`src/rtl/time_set_pkg.sv`:
```
// Shared types and constants for the alarm-clock time-setting controller.
// REPEAT_DLY / REPEAT_RATE are only used when TIME_SET_AUTOREPEAT_EN is defined.
package time_set_pkg;

  typedef enum logic [1:0] {
    IDLE    = 2'd0,
    SET_HR  = 2'd1,
    SET_MIN = 2'd2,
    COMMIT  = 2'd3
  } state_t;

  localparam int HR_MOD_DEF  = 24;
  localparam int MIN_MOD_DEF = 60;

  localparam int REPEAT_DLY  = 500;
  localparam int REPEAT_RATE = 50;

  function automatic logic is_set_state(input state_t s);
    return (s == SET_HR) || (s == SET_MIN);
  endfunction

endpackage

```
`src/rtl/edge_det.sv`:
```
// Registered rising-edge detector; the history register resets high so a
// level already asserted when reset releases is not reported as a press.
module edge_det #(
  parameter int W = 1
) (
  input  logic         clk,
  input  logic         rst,
  input  logic [W-1:0] d,
  output logic [W-1:0] rise
);

  logic [W-1:0] d_q;

  always_ff @(posedge clk) begin
    if (!rst) begin
      d_q <= '1;
    end else begin
      d_q <= d;
    end
  end

  assign rise = d & ~d_q;

endmodule

```
`src/rtl/time_set_ctrl.sv`:
```
// Button-driven hour/minute setting FSM that loads the time registers with a
// one-cycle commit strobe. Define TIME_SET_AUTOREPEAT_EN for held-inc repeat.
module time_set_ctrl
  import time_set_pkg::*;
#(
  parameter int HR_W        = 5,
  parameter int MIN_W       = 6,
  parameter int HR_MOD      = HR_MOD_DEF,
  parameter int MIN_MOD     = MIN_MOD_DEF,
  parameter int TIMEOUT_CYC = 1000,
  parameter int BLINK_CYC   = 250
) (
  input  logic             clk,
  input  logic             rst,
  input  logic             btn_mode,
  input  logic             btn_inc,
  input  logic [HR_W-1:0]  cur_hr,
  input  logic [MIN_W-1:0] cur_min,
  output logic [HR_W-1:0]  set_hr,
  output logic [MIN_W-1:0] set_min,
  output logic             hr_en,
  output logic             min_en,
  output logic             setting,
  output logic             sel_min,
  output logic             blink,
  output state_t           dbg_state
);

  localparam int TO_W = $clog2(TIMEOUT_CYC + 1);
  localparam int BL_W = $clog2(BLINK_CYC + 1);

  localparam logic [HR_W-1:0]  HR_LAST  = HR_W'(HR_MOD - 1);
  localparam logic [MIN_W-1:0] MIN_LAST = MIN_W'(MIN_MOD - 1);
  localparam logic [TO_W-1:0]  TO_LAST  = TO_W'(TIMEOUT_CYC - 1);
  localparam logic [BL_W-1:0]  BL_LAST  = BL_W'(BLINK_CYC - 1);

  state_t           state;
  state_t           nxt_state;
  logic [HR_W-1:0]  shadow_hr;
  logic [MIN_W-1:0] shadow_min;
  logic [TO_W-1:0]  to_cnt;
  logic [BL_W-1:0]  bl_cnt;

  logic mode_p;
  logic inc_p;
  logic inc_evt;
  logic press_any;
  logic timed_out;
  logic inc_hr;
  logic inc_min;

  edge_det #(.W(1)) u_mode_edge (
    .clk  (clk),
    .rst  (rst),
    .d    (btn_mode),
    .rise (mode_p)
  );

  edge_det #(.W(1)) u_inc_edge (
    .clk  (clk),
    .rst  (rst),
    .d    (btn_inc),
    .rise (inc_p)
  );

`ifdef TIME_SET_AUTOREPEAT_EN
  // rep_cnt equals the number of consecutive held cycles in a set state; after
  // each synthetic press it is rewound so the next one lands REPEAT_RATE later.
  localparam int RP_W = $clog2(REPEAT_DLY + 1);
  localparam logic [RP_W-1:0] RP_FIRE   = RP_W'(REPEAT_DLY);
  localparam logic [RP_W-1:0] RP_RELOAD = RP_W'(REPEAT_DLY - REPEAT_RATE + 1);

  logic [RP_W-1:0] rep_cnt;
  logic            rep_hold;
  logic            rep_fire;

  assign rep_hold = btn_inc && is_set_state(state);
  assign rep_fire = rep_hold && (rep_cnt == RP_FIRE);

  always_ff @(posedge clk) begin
    if (!rst) begin
      rep_cnt <= '0;
    end else if (!rep_hold) begin
      rep_cnt <= '0;
    end else if (rep_fire) begin
      rep_cnt <= RP_RELOAD;
    end else begin
      rep_cnt <= rep_cnt + 1'b1;
    end
  end

  assign inc_evt = inc_p | rep_fire;
`else
  assign inc_evt = inc_p;
`endif

  // Mode has priority: an inc press coinciding with a mode press is dropped.
  assign press_any = mode_p | inc_evt;
  assign timed_out = !press_any && (to_cnt == TO_LAST);
  assign inc_hr    = (state == SET_HR)  && inc_evt && !mode_p;
  assign inc_min   = (state == SET_MIN) && inc_evt && !mode_p;

  always_comb begin
    nxt_state = state;
    case (state)
      IDLE: begin
        if (mode_p) nxt_state = SET_HR;
      end
      SET_HR: begin
        if (mode_p)         nxt_state = SET_MIN;
        else if (timed_out) nxt_state = IDLE;
      end
      SET_MIN: begin
        if (mode_p)         nxt_state = COMMIT;
        else if (timed_out) nxt_state = IDLE;
      end
      COMMIT: begin
        nxt_state = IDLE;
      end
      default: begin
        nxt_state = IDLE;
      end
    endcase
  end

  always_ff @(posedge clk) begin
    if (!rst) begin
      state      <= IDLE;
      shadow_hr  <= '0;
      shadow_min <= '0;
      to_cnt     <= '0;
      bl_cnt     <= '0;
      blink      <= 1'b0;
      hr_en      <= 1'b0;
      min_en     <= 1'b0;
      setting    <= 1'b0;
      sel_min    <= 1'b0;
    end else begin
      state <= nxt_state;

      if ((state == IDLE) && mode_p) begin
        shadow_hr  <= cur_hr;
        shadow_min <= cur_min;
      end
      // Wrap uses >= so an out-of-range captured value returns to zero.
      if (inc_hr) begin
        shadow_hr <= (shadow_hr >= HR_LAST) ? '0 : shadow_hr + 1'b1;
      end
      if (inc_min) begin
        shadow_min <= (shadow_min >= MIN_LAST) ? '0 : shadow_min + 1'b1;
      end

      if (!is_set_state(nxt_state) || (nxt_state != state) || press_any) begin
        to_cnt <= '0;
      end else begin
        to_cnt <= to_cnt + 1'b1;
      end

      if (!is_set_state(nxt_state)) begin
        blink  <= 1'b0;
        bl_cnt <= '0;
      end else if ((state == IDLE) || inc_hr || inc_min) begin
        blink  <= 1'b1;
        bl_cnt <= '0;
      end else if (bl_cnt == BL_LAST) begin
        blink  <= ~blink;
        bl_cnt <= '0;
      end else begin
        bl_cnt <= bl_cnt + 1'b1;
      end

      hr_en   <= (nxt_state == COMMIT);
      min_en  <= (nxt_state == COMMIT);
      setting <= is_set_state(nxt_state);
      sel_min <= (nxt_state == SET_MIN);
    end
  end

  assign set_hr    = shadow_hr;
  assign set_min   = shadow_min;
  assign dbg_state = state;

endmodule

```
`config.mk`:
```
export PLATFORM = sky130hd
export DESIGN_NAME = time_set_ctrl
export DESIGN_NICKNAME = d
export VERILOG_FILES = /design/src/rtl/time_set_pkg.sv /design/src/rtl/edge_det.sv /design/src/rtl/time_set_ctrl.sv
export SDC_FILE = /design/constraint.sdc
export NUM_CORES = 1
export LEC_CHECK = 0
export CAP_MARGIN = 15
export CORE_ASPECT_RATIO = 0.5
export CORE_MARGIN = 2
export CORE_UTILIZATION = 50
export CTS_CLUSTER_SIZE = 14
export DETAILED_ROUTE_END_ITERATION = 16
export PLACE_DENSITY = 0.76
export SYNTH_ARGS = -nofsm -noshare
export SYNTH_HDL_FRONTEND = slang
export SYNTH_SLANG_ARGS = --single-unit
export TNS_END_PERCENT = 100
```
`constraint.sdc`:
```
create_clock -name clk -period 2.53 [get_ports clk]
set_input_delay 0.253 -clock clk [delete_from_list [all_inputs] [get_ports clk]]
set_output_delay 0.253 -clock clk [all_outputs]
set_load 0.02 [all_outputs]
```
Yosys cells after proc, flatten, opt, wreduce, memory -nomap -nowiden --
Index checks and enable logic that the tools add are counted. W data, S select, Z words.
Storage, ports and cells: flip-flop bits (word level) 37, bits of input ports 15, output and inout bits 18
Operators by class: add/sub/neg operators 4, $lt $le $gt $ge 2, equality and inequality tests 9, muxes and demuxes 13, bitwise logic cells 8, reductions and logical operators 21
Operators by type and width (number):
- $mux W6 | 3
- $mux W5 | 3
- $add A10 B1 Y10 const B | 1
- $eq A10 B10 Y1 const B | 1
- $add A8 B1 Y8 const B | 1
- $eq A2 B2 Y1 const B | 4
- $eq A8 B8 Y1 const B | 1
- $mux W2 | 4
- $pmux W2 S4 | 1
- $add A6 B1 Y6 const B | 1
- $ge A6 B6 Y1 const B | 1
- $logic_and A1 B1 Y1 | 6
- $reduce_bool A2 Y1 | 3
- $add A5 B1 Y5 const B | 1
- $ge A5 B5 Y1 const B | 1
- $logic_or A1 B1 Y1 | 5
- $not A1 Y1 | 5
- $eq A2 B1 Y1 const B | 2
- $reduce_or A4 Y1 | 1
- $logic_not A1 Y1 | 3
- $and A1 B1 Y1 | 2
- $logic_not A2 Y1 | 1
- $mux W1 | 2
- $ne A2 B2 Y1 | 1
- 3 further kinds | 3

Logic depth before layout (Yosys ltp) --
depth in word-level cells 14, depth in mapped cells 10, depth with buffers taken out 9

By module --
Synthesis repeated with hierarchy kept, for this count alone.
Second synthesis, totals: cell total of the unflattened synthesis 205, area, all modules 1810.5 um^2
Modules (own cells, without submodules):
- time_set_ctrl | instances 1, cells each 199, area an instance 1730.4 um^2, seq. area each 700.7 um^2
- edge_det | instances 2, cells each 3, area an instance 40.0 um^2, seq. area each 20.0 um^2

Least setup slack after synthesis --
OpenSTA, ideal clock, no wires.
path kind register to register, start point register to_cnt[0], end point register to_cnt[1], setup time 81 ps, arrival time 2191 ps, data required time 2449 ps, path slack 258 ps, cell stages (with the launch flop) 11, period minus slack after synthesis 2272 ps, cell sequence dfxtp_1 > ha_1 > nand4b_1 > or4_4 > a31oi_4 > inv_2 > ha_1 > and2_1 > clkbuf_1 > nand2_1 > nor3b_1
Between the ends: cells in the longest elaborated chain, start to end 11, elaborated cells on any way between the ends 15, classes of those cells add/sub: 1; eq/ne: 4; mux: 4; reduce/logical: 6
RTL lines:
- start: declaration | RTL line time_set_ctrl.sv:41 | logic [TO_W-1:0] to_cnt;
- start signal: assignment | RTL line time_set_ctrl.sv:156 | to_cnt <= to_cnt + 1'b1;
- $eq A10 B10 Y1 (*) | RTL line time_set_ctrl.sv:99 | assign timed_out = !press_any && (to_cnt == TO_LAST);
- $logic_and A1 B1 Y1 (*) | RTL line time_set_ctrl.sv:99
- $mux W2 (*) | RTL line time_set_ctrl.sv:111, time_set_ctrl.sv:115
- $mux W2, on equally long branches | RTL line time_set_ctrl.sv:114, time_set_ctrl.sv:110
- $pmux W2 S4 (*) | RTL line time_set_ctrl.sv:105 | case (state)
- net nxt_state[0] | RTL line time_set_ctrl.sv:38 | state_t nxt_state;
- $eq A2 B1 Y1 / $eq A2 B2 Y1 (equally long branches) | RTL line time_set_pkg.sv:19 | return (s == SET_HR) || (s == SET_MIN);
- $logic_or A1 B1 Y1 | RTL line time_set_pkg.sv:19
- $logic_not A1 Y1
- $logic_or A1 B1 Y1 (*) (2 in series) | RTL line time_set_ctrl.sv:153 | if (!is_set_state(nxt_state) || (nxt_state != state) || press_any) begin
- $reduce_or A2 Y1 (no source line) (*)
The timed path passes the listed nets; every way through them passes the cells marked *. A chain may end at the register's enable or synchronous reset.

Final worst setup path --
start point register to_cnt[0], end point register bl_cnt[1]
Between the ends: cells in the longest elaborated chain, start to end 9, elaborated cells on any way between the ends 11, classes of those cells eq/ne: 3; mux: 4; bitwise: 1; reduce/logical: 3
RTL lines:
- $eq A10 B10 Y1 (*) | RTL line time_set_ctrl.sv:99
- $logic_and A1 B1 Y1 (*) | RTL line time_set_ctrl.sv:99
- $mux W2 (*) | RTL line time_set_ctrl.sv:111, time_set_ctrl.sv:115
- $mux W2, on equally long branches | RTL line time_set_ctrl.sv:114, time_set_ctrl.sv:110
- $pmux W2 S4 (*) | RTL line time_set_ctrl.sv:105
- net nxt_state[0] | RTL line time_set_ctrl.sv:38
- $eq A2 B1 Y1 / $eq A2 B2 Y1 (equally long branches) | RTL line time_set_pkg.sv:19
- $logic_or A1 B1 Y1 (*) | RTL line time_set_pkg.sv:19
- $not A1 Y1 (no source line) (*)
- $reduce_or A4 Y1 (no source line) (*)
- end signal: assignment | RTL line time_set_ctrl.sv:169 | bl_cnt <= bl_cnt + 1'b1;
- end: declaration | RTL line time_set_ctrl.sv:42 | logic [BL_W-1:0] bl_cnt;
Marked as above.

==> impl_metrics.env <==
export IMPL_outcome="finished clean"
export IMPL_track_usage_pct=18.6
export IMPL_ys_ff_latch=37
export IMPL_grt_ovfl_total=0
export IMPL_p_per_area_nw_per_um2=483
export IMPL_wl_um=3710
export IMPL_hold_path_class="register to register"
export IMPL_via_count=1562
export IMPL_met1_usage_pct=22.2
export IMPL_r2r_end="bl_cnt[1]$_SDFF_PP0_"
export IMPL_syn_nets=231
export IMPL_diodes=0
export IMPL_reg2regPathDepth=9
export IMPL_synthCells=209
export IMPL_io_buffers=32
export IMPL_slew_viol_final=0
export IMPL_use_met2_pct=33.6
export IMPL_end_kind="register"
export IMPL_area_growth_syn_to_layout_pct=22.8
export IMPL_drc=0
export IMPL_worst_hold_slack_ps=480
export IMPL_root_buffer="clkbuf_8"
export IMPL_yosysSeqAreaShare_pct=39.5
export IMPL_min_path_cells=1
export IMPL_grt_pass1_wl_um=6240
export IMPL_firstDrtPassIters=4
export IMPL_grt_max_degree=18
export IMPL_post_dp_hpwl_um=2700
export IMPL_worst_slack_ps=190
export IMPL_max_slew_margin_pct=62.7
export IMPL_post_drt_wl_per_cell_um=12.6
export IMPL_synth_distinct_cells=47
export IMPL_start_util_pct=53.4
export IMPL_cts_hold_buf=0
export IMPL_met3_usage_pct=6.90
export IMPL_crit_type="register to register"
export IMPL_clk_path_buf_depth=2
export IMPL_crit_arrival_ps=2550
export IMPL_post_route_min_period_ps=2340
export IMPL_numCtsBuffers=5
export IMPL_drive_gt1_share_pct=9.88
export IMPL_synth_edf_count=0
export IMPL_worst_pin_slew_ps=558
export IMPL_die_h_um=47.3
export IMPL_syn_cell_area_um2=1870
export IMPL_ios=33
export IMPL_drt_iter0_markers=62
export IMPL_async_flop_share_pct=0
export IMPL_ys_warn_count=0
export IMPL_crit_fanout=8
export IMPL_cts_sinks=37
export IMPL_first_global_vias=1375
export IMPL_fin_crit_sh_pct=92.5
export IMPL_reg2reg_from="to_cnt[0]$_SDFF_PP0_"
export IMPL_rsz0062_at_grt="false"
export IMPL_r2r_setup_slack_ps=190
export IMPL_synth_ff_type="dfxtp_1"
export IMPL_viasPerCell=5.31
export IMPL_cts_tree="yes"
export IMPL_hold_viol_final=0
export IMPL_antenna_found_initial=0
export IMPL_core_um2=3510
export IMPL_cts_max_level=2
export IMPL_syn_area_per_cell_um2=8.96
export IMPL_gp_congestion=0.803
export IMPL_skew_ps=6.45
export IMPL_dp_slack_ps=-52.2
export IMPL_fin_nets=266
export IMPL_die_area_um2=4280
export IMPL_setup_viol=0
export IMPL_startpoint_type="register"
export IMPL_path_clk_slew_ps=70
export IMPL_max_freq_mhz=427
export IMPL_min_to="bl_cnt[0]$_SDFF_PP0_"
export IMPL_top_usage_layer="met2"
export IMPL_min_delay_start="bl_cnt[0]$_SDFF_PP0_"
export IMPL_drv_cap=0
export IMPL_final_antenna_net_count=0
export IMPL_required_ps=2740
export IMPL_insertion_delay_ps=280
export IMPL_peakVddDrop_mv=0.300
export IMPL_leakage_nw=0.803
export IMPL_fp_row_count=15
export IMPL_die_x_um=90.6
==> worst max-delay path, stage by stage (launching register included) <==
cell and delay (ps):
dfxtp_1 380, ha_1 190, nand4b_1 150, or4_4 460, a31oi_4 210, inv_2 40
ha_1 250, and2_1 170, nand3b_1 240, nor2_1 170
==> cell usage after synthesis (2+ instances only) <==
cell,n,area share [%]
o22ai_1,3,1.0
o21ai_0,6,1.6
nor3b_1,2,0.80
a31oi_1,7,2.3
buf_4,2,0.80
o221ai_1,2,0.94
inv_1,5,1.0
ha_1,7,4.7
nor2_1,18,3.6
nor3_1,15,4.0
o2111ai_1,2,0.94
nand2b_1,3,1.0
dfxtp_1,37,40
xnor2_1,11,5.1
and2_1,6,2.0
nand4_1,3,1.0
and3_1,5,1.7
a21boi_0,2,0.80
nor2b_1,4,1.3
nand3_1,8,2.1
buf_2,2,0.53
nand2_1,19,3.8
xor2_1,4,1.9
clkbuf_1,2,0.40
nand4b_1,2,0.94
buf_6,4,2.4
mux2i_1,2,1.1
a21oi_1,7,1.9
==> through the flow <==
step                      total power [W]  cell area, um^2  setup TNS [ps]  std cells  utilization, %
after floorplan                  0.000695             1870               0        209               -
after global placement           0.000752             2220               0        288            63.4
after detailed placement         0.000754             2220            -202        288            63.4
after CTS                         0.00112             2300               0        294            65.5
after global routing              0.00116             2300               0        294            65.6
final                             0.00111             2300               0        294            65.6
==> timing repair <==
action,CTS,global route
buffers inserted,0,0
gates resized for setup,0,1
setup endpoints to repair,0,5
==> sequential cells by signal, indices dropped and copies added (netlist names) <==
signal           flops
to_cnt              10
min_en               1
setting              1
u_mode_edge.d_q      1
bl_cnt               8
u_inc_edge.d_q       1
set_hr               5
blink                1
sel_min              1
set_min              6
dbg_state            2
==> cells by family after synthesis <==
kind of cell    share of synthesized area, %
fa+ha+maj                               5.81
compound gates                          14.0
simple gates                            27.3
mux                                     1.07
buf+inv                                 5.34
flops                                   39.5
xor+xnor                                7.01
==> where the power goes <==
group          switching [W]  total (W)  internal (W)  leakage [nW]
combinational      0.0000577   0.000127     0.0000690         0.463
clock               0.000190   0.000371      0.000181        0.0399
sequential         0.0000178   0.000615      0.000597         0.300
total               0.000265    0.00111      0.000847         0.803
==> cells in the final DEF (no fill, tap or decap), drive strengths merged, types with 3 or more instances in the layout <==
cell type,Yosys,routed
dfxtp,37,37
clkdlybuf4s50,0,32
nand2,20,20
nor2,18,18
nor3,15,15
xnor2,11,11
nand3,9,9
a31oi,8,8
a21oi,7,7
ha,7,7
and2,6,6
o21ai,6,6
buf,8,6
inv,6,6
and3,5,5
clkbuf,2,5
nor2b,5,5
xor2,4,4
nand4,3,3
nand2b,3,3
o22ai,3,3
==> final cells by class <==
type,instances,area [um^2]
repair buffers,38,365
flip-flops and latches,37,741
inverters,6,22.5
fillers,312,1210
clock inverters,1,5.00
well taps,51,63.8
multi-input cells,156,1030
clock buffers,5,68.8
==> worst max path at each step <==
| stage | startpoint | to | slack [ps] | cells past startpoint |
|---|---|---|---|---|
| CTS | to_cnt[0]$_SDFF_PP0_ | to_cnt[6]$_SDFF_PP0_ | 120 | 9 |
| global placement | btn_inc | to_cnt[1]$_SDFF_PP0_ | 40 | 9 |
| detailed placement | btn_inc | to_cnt[8]$_SDFF_PP0_ | -50 | 9 |
| finish | to_cnt[0]$_SDFF_PP0_ | bl_cnt[1]$_SDFF_PP0_ | 190 | 9 |
| floorplan | to_cnt[0]$_SDFF_PP0_ | to_cnt[1]$_SDFF_PP0_ | 260 | 10 |
| global route | to_cnt[0]$_SDFF_PP0_ | bl_cnt[3]$_SDFF_PP0_ | 20 | 9 |
==> layer usage <==
layer	vias to the layer above	part of all wire (%)
li1	806	-
met1	727	48
met2	27	47
met3	2	4.5
met4	0	0.40
met5	-	0
(Power assumes the default switching activity.)
